--- config.mk ---
export PLATFORM = sky130hd
export DESIGN_NAME = ff_wen_rr_arbiter
export DESIGN_NICKNAME = d
export VERILOG_FILES = /design/src/rtl/ff_wen_rr_arbiter.sv
export SDC_FILE = /design/constraint.sdc
export NUM_CORES = 1
export LEC_CHECK = 0
export CAP_MARGIN = 20
export CORE_ASPECT_RATIO = 1.25
export CORE_MARGIN = 2
export CORE_UTILIZATION = 30
export DETAILED_ROUTE_END_ITERATION = 8
export PLACE_DENSITY = 0.75
export SETUP_SLACK_MARGIN = 0.15
export SLEW_MARGIN = 5
export SYNTH_ARGS = -nofsm -noshare
export SYNTH_HDL_FRONTEND = slang
export SYNTH_SLANG_ARGS = --single-unit
--- constraint.sdc ---
create_clock -name clk -period 1.7 [get_ports clk]
set_input_delay 0.34 -clock clk [delete_from_list [all_inputs] [get_ports clk]]
set_output_delay 0.34 -clock clk [all_outputs]
set_load 0.01 [all_outputs]
--- src/rtl/ff_wen_rr_arbiter.sv ---
// Round-robin arbiter sharing one enable-DFF register; grant same cycle, registered write one cycle later.
// Optional burst lock via `FF_WEN_ARB_LOCK_EN` (adds req_lock input).
module ff_wen_rr_arbiter #(
   parameter int REQ_NUM  = 4,
   parameter int DATA_LEN = 32
) (
   input  logic                        clk,
   input  logic                        rst_n,
   input  logic                        hold,
   input  logic [REQ_NUM-1:0]          req_valid,
   input  logic [REQ_NUM*DATA_LEN-1:0] req_data,
`ifdef FF_WEN_ARB_LOCK_EN
   input  logic [REQ_NUM-1:0]          req_lock,
`endif
   output logic [REQ_NUM-1:0]          req_ready,
   output logic                        ff_wen,
   output logic [DATA_LEN-1:0]         ff_data_in,
   output logic [$clog2(REQ_NUM)-1:0]  grant_id
);

   localparam int             IDW     = $clog2(REQ_NUM);
   localparam logic [IDW:0]   REQ_CNT = (IDW+1)'(REQ_NUM);
   localparam logic [IDW-1:0] LAST_ID = IDW'(REQ_NUM - 1);

   typedef enum logic {IDLE = 1'b0, WRITE = 1'b1} state_t;

   state_t              state;
   logic [IDW-1:0]      ptr;
   logic [IDW-1:0]      winner;
   logic [IDW-1:0]      ptr_nxt;
   logic [IDW:0]        idx;
   logic                found;
   logic                grant;
   logic [DATA_LEN-1:0] data_arr [REQ_NUM];

   always_comb begin
      for (int k = 0; k < REQ_NUM; k++) begin
         data_arr[k] = req_data[k*DATA_LEN +: DATA_LEN];
      end
   end

   // Scan from ptr upward with an explicit wrap, first valid requester wins.
   always_comb begin
      found  = 1'b0;
      winner = '0;
      idx    = '0;
      for (int k = 0; k < REQ_NUM; k++) begin
         idx = {1'b0, ptr} + (IDW+1)'(k);
         if (idx >= REQ_CNT) begin
            idx = idx - REQ_CNT;
         end
         if (!found && req_valid[idx[IDW-1:0]]) begin
            found  = 1'b1;
            winner = idx[IDW-1:0];
         end
      end
   end

   assign grant = found & ~hold & rst_n;

   always_comb begin
      req_ready = '0;
      if (grant) begin
         req_ready[winner] = 1'b1;
      end
   end

   always_comb begin
      ptr_nxt = (winner == LAST_ID) ? '0 : winner + 1'b1;
`ifdef FF_WEN_ARB_LOCK_EN
      if (req_lock[winner]) begin
         ptr_nxt = winner;
      end
`endif
   end

   always_ff @(posedge clk) begin
      if (!rst_n) begin
         state      <= IDLE;
         ptr        <= '0;
         ff_data_in <= '0;
         grant_id   <= '0;
      end else if (grant) begin
         state      <= WRITE;
         ptr        <= ptr_nxt;
         ff_data_in <= data_arr[winner];
         grant_id   <= winner;
      end else begin
         state      <= IDLE;
      end
   end

   assign ff_wen = (state == WRITE);

endmodule

### Word level (Yosys, flattened, before mapping)

Index checks and enable logic that the tools add are counted.

| operators by class | value |
|---|---|
| shifts and indexed selects | 0 |
| eq/ne operators | 1 |
| reductions and logical operators | 7 |
| multiplexer cells | 28 |
| magnitude comparators | 11 |
| divide/modulo/power cells | 0 |
| bitwise operators | 4 |
| add/sub/neg operators | 8 |
| $mul | 0 |

Operator list:

| operator | number |
|---|---|
| binary-select mux 32 bit (select 2 bit) | 1 |
| two-way mux 32 bit | 2 |
| two-way mux 2 bit | 9 |
| < comparator 2 x 3 -> 1 bit, second input constant | 5 |
| >= comparator 3 bit, second input constant | 4 |
| two-way mux 1 bit | 10 |
| binary-select mux 1 bit (select 2 bit) | 4 |
| subtractor 2 x 1 -> 2 bit, second input constant | 4 |
| adder 2 x 2 -> 3 bit, second input constant | 2 |
| logical AND 1 bit | 4 |
| two-way mux 4 bit | 1 |
| adder 2 x 1 -> 3 bit, second input constant | 1 |
| >= comparator 2 x 3 -> 1 bit, second input constant | 1 |
| logical NOT 1 bit | 3 |
| inverter 2 -> 3 bit | 1 |
| adder 2 x 1 -> 2 bit, second input constant | 1 |
| bitwise AND 1 bit | 2 |
| demux 1 bit (select 2 bit) | 1 |
| equality test 2 bit, second input constant | 1 |
| >= comparator 2 x 1 -> 1 bit, second input constant | 1 |
| inverter 1 bit | 1 |

| storage, ports and cells | value |
|---|---|
| memory bits (writable) | 0 |
| memories | 0 |
| ROM bits | 0 |
| bits of input ports | 135 |
| latch bits | 0 |
| register bits | 37 |

### Longest topological paths before layout

Gate-level depths: netlist of the first run.

| logic depth | value |
|---|---|
| depth in word-level cells | 19 |
| depth in mapped cells | 8 |
| depth with buffers taken out | 6 |

### Least setup slack after synthesis of the first run

No wires, ideal clock.

| path | value |
|---|---|
| path kind | input to output |
| start point | input port req_valid[2] |
| end point | output port req_ready[2] |
| setup slack | -0.163 ns |
| path buffers | 2 |
| data required time | 1.360 ns |
| stages | 7 |
| data arrival time | 1.523 ns |
| path through | nor4_1 > or3b_1 > inv_2 > and3_1 > buf_2 > buf_2 > and2_1 |

| between the ends | value |
|---|---|
| word-level cells in the longest chain between the ends | 17 |

Ends and longest elaborated chain:

| element | RTL line | source |
|---|---|---|
| from (decl) | 10 | `input logic [REQ_NUM-1:0] req_valid,` |
| binary-select mux 1 bit (select 2 bit) | 52 | `if (!found && req_valid[idx[IDW-1:0]]) begin` |
| two-way mux 1 bit (not written as such) | 52 |  |
| two-way mux 1 bit | 52 |  |
| logical NOT 1 bit | 52 |  |
| logical AND 1 bit | 52 |  |
| two-way mux 1 bit | 52 |  |
| logical NOT 1 bit | 52 |  |
| logical AND 1 bit | 52 |  |
| two-way mux 1 bit | 52 |  |
| logical NOT 1 bit | 52 |  |
| logical AND 1 bit | 52 |  |
| two-way mux 2 bit | 52 |  |
| < comparator 2 x 3 -> 1 bit (not written as such) / >= comparator 2 x 1 -> 1 bit (equally long branches) | 64 | `req_ready[winner] = 1'b1;` |
| logical AND 1 bit (not written as such) | 64 |  |
| two-way mux 1 bit (not written as such) | 64 |  |
| demux 1 bit (select 2 bit) | 64 |  |
| two-way mux 4 bit (*) | 63 | `if (grant) begin` |
| to (decl) | 15 | `output logic [REQ_NUM-1:0] req_ready,` |

Mark *: on every way between the ends. The rest lies on a longest branch, timed or not. The select of a mux whose other input is x is not followed.

### Worst setup path after layout of the first run

| path | value |
|---|---|
| start point | register ptr[0] |
| end point | output port req_ready[0] |

| between the ends | value |
|---|---|
| word-level cells in the longest chain between the ends | 19 |

Ends and longest elaborated chain:

| element | RTL line | source |
|---|---|---|
| from (decl) | 28 | `logic [IDW-1:0] ptr;` |
| from (signal assigned) | 85 | `ptr <= ptr_nxt;` |
| branches (longest 18 deep; another with adder 2 x 1 -> 3 bit) | n/a |  |
| two-way mux 4 bit (*) | 63 |  |

Mark *: on every way between the ends. The select of a mux whose other input is x is not followed.

==> summary.md, run 1 <==
| Metric | Value |
|---|---|
| Pre-antenna DRT Iters | `4` |
| Failing checks | `negative setup slack` |
| Clk network pwr share | `26.7%` |
| Min Tclk post-route | `1830 ps` |
| Worst skew pair latency | `290 ps` |
| Initial antenna violation count | `0` |
| Final-report hold violation count | `0` |
| CP Launch Type | `register` |
| Nets@finish | `529` |
| Slew at the pin closest to its max-slew limit | `383 ps` |
| Post-Synthesis Mean Instance Area | `9.89 um2` |
| Gr busiest metal | `met2` |
| DP HPWL | `6.47 mm` |
| Clock Skews | `4.43 ps` |
| Std-Cell Rows | `34` |
| Leak | `2.07 nW` |
| Diodes inserted | `0` |
| Via/cell ratio | `5.23` |
| Setup_tns | `-3580 ps` |
| Internal power | `2.22 mW` |
| Post-synth EDFFs | `0` |
| Root buffer cell | `clkbuf_8` |
| CTS Hold Bufs | `0` |
| Synthesized flop and latch total | `37` |
| Kind of critical path | `register to output port` |
| Post-DRT Antenna Nets | `0` |
| Die width | `79.3 um` |
| Sequential fraction of the synthesis area | `34.8%` |
| Fin area | `4370 um2` |
| RR Startpoint | `ptr[0]` |
| Most frequent cells in the layout | `clkdlybuf4s50_1 (146), dfxtp_1 (35), a221o_1 (32)` |
| Routed length per placed instance | `17.8 um` |
| Comb pwr share | `39.0%` |
| Fin worst setup slack | `-133 ps` |
| Leading cell type in the layout, fill and taps excluded | `clkdlybuf4s50_1` |
| Met2 usage | `41.1%` |
| Critical Path RT | `1360 ps` |
| Hold Crit Class | `register to register` |
| Setup crit start | `ptr[0]` |
| Total Routing Usage GR | `22.0%` |
| Clock buffer count from CTS | `5` |
| Drc violations | `0` |
| Grt met1 use | `23.8%` |
| Starting Density | `30.7%` |
| Util after Layout | `63.0%` |
| Top FF cell, synth | `dfxtp_1` |
| Grt ovf | `0` |
| Pin count of the biggest net entering global routing | `34` |
| CP Max Fanout | `5` |
| Proportion of layout cells with a drive suffix above 1 | `23.0%` |
| Slew HR | `74.5%` |
| I/O Pins | `174` |
| CTS tree | `yes` |
| Switch Pwr | `0.800 mW` |
| Worst Setup End Kind | `output port` |
| Pwr Density | `691 nW/um2` |
| PortBufs | `173` |
| Net Sw Frac | `26.5%` |
| Syn_nets | `350` |
| Core Region | `6930 um2` |
| Placed cell areas | `4130 um2` |
| Max VDD drop | `0.000387 V` |
| Hold wc startpoint | `grant_id[0]` |
| Die area | `7780 um2` |
| Total wire length | `8.62 mm` |
| RSZ-0062 raised after global routing | `true` |
| Final Cycle Share | `108%` |
| Flop2flop setup slack | `-120 ps` |
| Sequential group share of total power | `34.3%` |
| Clk buf depth | `2` |
| Setup-failing EPs final | `36` |
| Grt met3 use | `4.16%` |
| Cell Area, Synth | `2130 um2` |
| Number of fill cells in the layout | `603` |
| Dominant cells by area after synthesis | `dfxtp_1 (35%), a221o_1 (15%), mux2_1 (14%)` |
| Yosys warnings | `0` |
| Highest clock rate | `0.546 GHz` |
| First-pass GRT wire length | `13.4 mm` |
| Async set or reset register ratio after synthesis | `0%` |
| Distinct cells, synth | `33` |
| 1st-iter DRT viols | `96` |
| Vias | `2,538` |
| CTS sink cnt | `37` |
| Worst Path Arrival | `1490 ps` |
| Outcome | `finished, violations left` |
| Cell taking the most area after synthesis | `dfxtp_1` |
| Post-Synthesis Cells | `215` |
| Total of max-cap violations | `0` |
| Area grow syn2layout | `105%` |
| H-tree Lvls | `2` |
| Vias in the first global route | `2,698` |
| DIE HEIGHT | `98.1 um` |
| Routability Congestion | `0.823` |
| Max-slew violations | `0` |
| Clk slew on worst S/H paths | `80 ps` |
| Synth top area share | `34.8%` |
==> worst max-delay path, cell delays in order, from the launching register on <==
cell and delay, ps:
dfxtp_4 390, nand2b_4 130, a21oi_2 50, a211o_4 310, and3_4 210, buf_6 120
==> kinds of logic after synthesis <==
family	after synthesis	share of synthesized area [%]
and+or+nand+nor	55	13.0
DFF	37	34.8
AOI/OAI and AO/OA	65	27.4
buffers and inverters	26	7.77
muxes	32	17.0
==> final cells by class <==
| type | count | area (um2) | area share (%) |
|---|---|---|---|
| flip-flops and latches | 37 | 748 | 17.1 |
| multi-input cells | 152 | 1400 | 32.2 |
| clock buffers | 7 | 86.3 | 1.98 |
| repair buffers | 194 | 1960 | 44.9 |
| well taps | 90 | 113 | 2.58 |
| clock inverters | 1 | 30.0 | 0.688 |
| inverters | 4 | 25.0 | 0.573 |
==> Yosys cell counts (3+ instances only) <==
| cell | count |
|---|---|
| o21ai_0 | 3 |
| a221o_1 | 32 |
| buf_6 | 8 |
| mux2_1 | 26 |
| nor2_1 | 3 |
| inv_1 | 3 |
| dfxtp_1 | 37 |
| mux2_2 | 6 |
| nand3_1 | 27 |
| a21oi_1 | 3 |
| a22o_1 | 19 |
| buf_2 | 6 |
| clkbuf_1 | 6 |
| nand2_1 | 14 |
==> layer usage <==
layer | routed length (um) | part of all wire [%]
met1 | 3230 | 37
met2 | 4750 | 55
met3 | 407 | 4.7
met4 | 234 | 2.7
met5 | 0 | 0
==> final timing paths <==
| kind | cells after the start | end |
|---|---|---|
| worst max register to register | 6 | ff_data_in[29] |
| worst min register to register | 1 | grant_id[0] |
| worst min-delay path | 1 | grant_id[0] |
| worst max-delay path | 5 | req_ready[0] |
==> repair_timing <==
item | in CTS | in global routing
buffers inserted | 3 | 1
pin swaps | 7 | 0
gates resized for setup | 64 | 15
endpoints found under the setup margin | 42 | 52
==> flip-flops by register name, indices dropped and copies added, names as in the netlist <==
register and flops:
ff_data_in 32, ff_wen 1, grant_id 2, ptr 2
==> power groups by stage <==
| stage | Combinational (mW) | Clock (mW) | Sequential, mW |
|---|---|---|---|
| after CTS | 1.19 | 0.825 | 1.03 |
| final | 1.18 | 0.805 | 1.03 |
| after floorplan | 0.508 | 0 | 1.10 |
| after global placement | 1.14 | 0 | 1.05 |
| after detailed placement | 1.16 | 0 | 1.05 |
| after global routing | 1.25 | 0.854 | 1.04 |
==> metrics by stage <==
step | std cells | hold WS, ps | power [mW] | worst slack, ps
2_1_floorplan | 215 | 484 | 1.60 | -45.5
3_3_place_gp | 473 | 497 | 2.19 | -952
3_5_place_dp | 473 | 506 | 2.21 | -1010
4_1_cts | 484 | 524 | 3.05 | -137
5_1_grt | 485 | 552 | 3.15 | -194
6_report | 485 | 514 | 3.02 | -133
No activity file was read; power rests on OpenSTA's default activity.
==> run 2, diff against run 1 <==
--- a/config.mk
+++ b/config.mk
@@ -11,6 +11,7 @@
 export CORE_UTILIZATION = 30
 export DETAILED_ROUTE_END_ITERATION = 8
 export PLACE_DENSITY = 0.75
+export RECOVER_POWER = 50
 export SETUP_SLACK_MARGIN = 0.15
 export SLEW_MARGIN = 5
 export SYNTH_ARGS = -nofsm -noshare
==> run 2 against run 1 <==
Compared with the run above: the run still ends with negative setup slack left; utilization is 0.99 points lower; hold slack better by 5.6 ps; first-iteration DRC count is 4.2% higher; non-clock buffer count stayed put; via count is 0.16% lower; clock skew hardly changed; design area is 1.6% lower; largest power group unchanged.
==> summary.md, run 2 (same netlist as run 1, synthesis figures left out) <==
| Metric | Value |
|---|---|
| Max VDD drop | `0.000387 V` |
| Failing checks | `negative setup slack` |
| Clock Skews | `4.67 ps` |
| Max-slew violations | `0` |
| RR Startpoint | `ptr[0]` |
| Drc violations | `0` |
| Area grow syn2layout | `102%` |
| CTS Hold Bufs | `0` |
| Worst path cell trace | `nand2b_4 > a21oi_2 > a211o_4 > and3_4 > buf_6` |
| Proportion of layout cells with a drive suffix above 1 | `23.0%` |
| Final-report hold violation count | `0` |
| Fin worst setup slack | `-134 ps` |
| Vias in the first global route | `2,698` |
| RSZ-0062 raised after global routing | `true` |
| Routability Congestion | `0.823` |
| Pre-antenna DRT Iters | `4` |
| Pwr Density | `698 nW/um2` |
| Routed length on met3 | `405 um` |
| Vias | `2,534` |
| Via/cell ratio | `5.22` |
| Hold Crit Class | `register to register` |
| Initial antenna violation count | `0` |
| Critical Path RT | `1360 ps` |
| M1 wire length | `3.19 mm` |
| Worst Path Arrival | `1490 ps` |
| Grt ovf | `0` |
| Slew at the pin closest to its max-slew limit | `383 ps` |
| Clk buf depth | `2` |
| Pin count of the biggest net entering global routing | `34` |
| Max stage delay on crit path | `380 ps` |
| Starting Density | `30.7%` |
| Setup_tns | `-3570 ps` |
| Kind of critical path | `register to output port` |
| Highest clock rate | `0.545 GHz` |
| H-tree Lvls | `2` |
| Met2 wire len | `4.77 mm` |
| Post-DRT Antenna Nets | `0` |
| I/O Pins | `174` |
| Hold slack | `519 ps` |
| Hold EP | `grant_id[0]` |
| Clk slew on worst S/H paths | `80 ps` |
| Hold wc startpoint | `grant_id[0]` |
| DIE HEIGHT | `98.1 um` |
| Outcome | `finished, violations left` |
| Std-Cell Rows | `34` |
| Nets@finish | `529` |
| Core Region | `6930 um2` |
| Routed length per placed instance | `17.7 um` |
| Largest regs | `ff_data_in x32, grant_id x2, ptr x2` |
| Max FFs per register | `32` |
| 1st-iter DRT viols | `100` |
| Die area | `7780 um2` |
| Leak | `1.82 nW` |
| Diodes inserted | `0` |
| Worst R2R End | `ff_data_in[29]` |
| Slew HR | `74.5%` |
| Setup-failing EPs final | `36` |
| Min Tclk post-route | `1830 ps` |
| Worst Setup End Kind | `output port` |
| Worst skew pair latency | `290 ps` |
| Total wire length | `8.60 mm` |
| DP HPWL | `6.47 mm` |
| Slowest CP cell | `dfxtp_4` |
| First-pass GRT wire length | `13.4 mm` |
| Reg2Reg Depth | `6` |
| CTS sink cnt | `37` |
| Total Routing Usage GR | `22.0%` |
| Die width | `79.3 um` |
| CTS tree | `yes` |
| Hold Path Depth | `1` |
| Root buffer cell | `clkbuf_8` |
| Final Cycle Share | `108%` |
| CP Max Fanout | `5` |
| Top layer used by detailed routing | `met4` |
| Total of max-cap violations | `0` |
| Clock buffer count from CTS | `5` |
| CP Launch Type | `register` |
| PortBufs | `173` |
| Flop2flop setup slack | `-120 ps` |
| Top reg by flops | `ff_data_in` |
| Most frequent cells in the layout | `clkdlybuf4s50_1 (145), dfxtp_1 (35), a221o_1 (32)` |
| Leading cell type in the layout, fill and taps excluded | `clkdlybuf4s50_1` |
[run 2: cell count changes in the layout (fill, tap and decap cells not counted)]
cell / delta
clkbuf_1: +5
clkdlybuf4s25_1: +10
clkdlybuf4s50_1: -1
dlygate4sd3_1: +1
dlymetal6s2s_1: -15
[run 2: cell type report]
| class | instances | area [um2] |
|---|---|---|
| Inverter | 4 | 25.0 |
| Tap cell | 90 | 113 |
| Timing Repair Buffer | 194 | 1890 |
| Clock buffer | 7 | 86.3 |
| Multi-Input combinational cell | 152 | 1400 |
| Clock inverter | 1 | 30.0 |
| Sequential cell | 37 | 748 |
| Fill cell | 612 | 2640 |
[run 2: power breakdown]
part,internal [mW],switching [mW]
Combinational,0.745,0.414
Sequential,0.974,0.0611
Clock,0.479,0.326
Total,2.20,0.802
[run 2: repair_timing]
action / CTS / global route
setup endpoints to repair: 42 / 52
gates resized for setup: 64 / 15
pin swaps: 7 / 0
setup buffers: 3 / 1
[run 2: through the flow]
stage	cell area (um2)	power, mW	setup slack [ps]	instances	utilization (%)
floorplan	2330	1.60	-45.5	215	-
global placement	4130	2.19	-952	473	59.5
detailed placement	4130	2.21	-1010	473	59.5
CTS	4320	3.05	-137	484	62.3
global route	4300	3.13	-194	485	62.0
finish	4300	3.00	-134	485	62.0
[run 2: routing by layer]
layer | GRT usage [%] | up-vias
li1 | - | 1202
met1 | 23.8 | 1225
met2 | 41.1 | 91
met3 | 4.16 | 16
met4 | 9.28 | 0
met5 | 0 | -
[run 2: how the worst max path moves through the flow]
stage | startpoint | slack (ps) | end
2_1_floorplan | req_valid[1] | -50 | req_ready[2]
3_3_place_gp | req_valid[1] | -950 | req_ready[2]
3_5_place_dp | req_valid[0] | -1010 | req_ready[2]
4_1_cts | ptr[0] | -140 | req_ready[0]
5_1_grt | ptr[0] | -190 | ff_data_in[2]
6_report | ptr[0] | -130 | req_ready[0]
[run 2: worst max-delay path: cells and delay by family (launching register included)]
| family | cells | cell delay, ps |
|---|---|---|
| flip-flops | 1 | 380 |
| buffers and inverters | 1 | 120 |
| AND/OR/NAND/NOR | 2 | 340 |
| AO/OA/AOI/OAI | 2 | 360 |
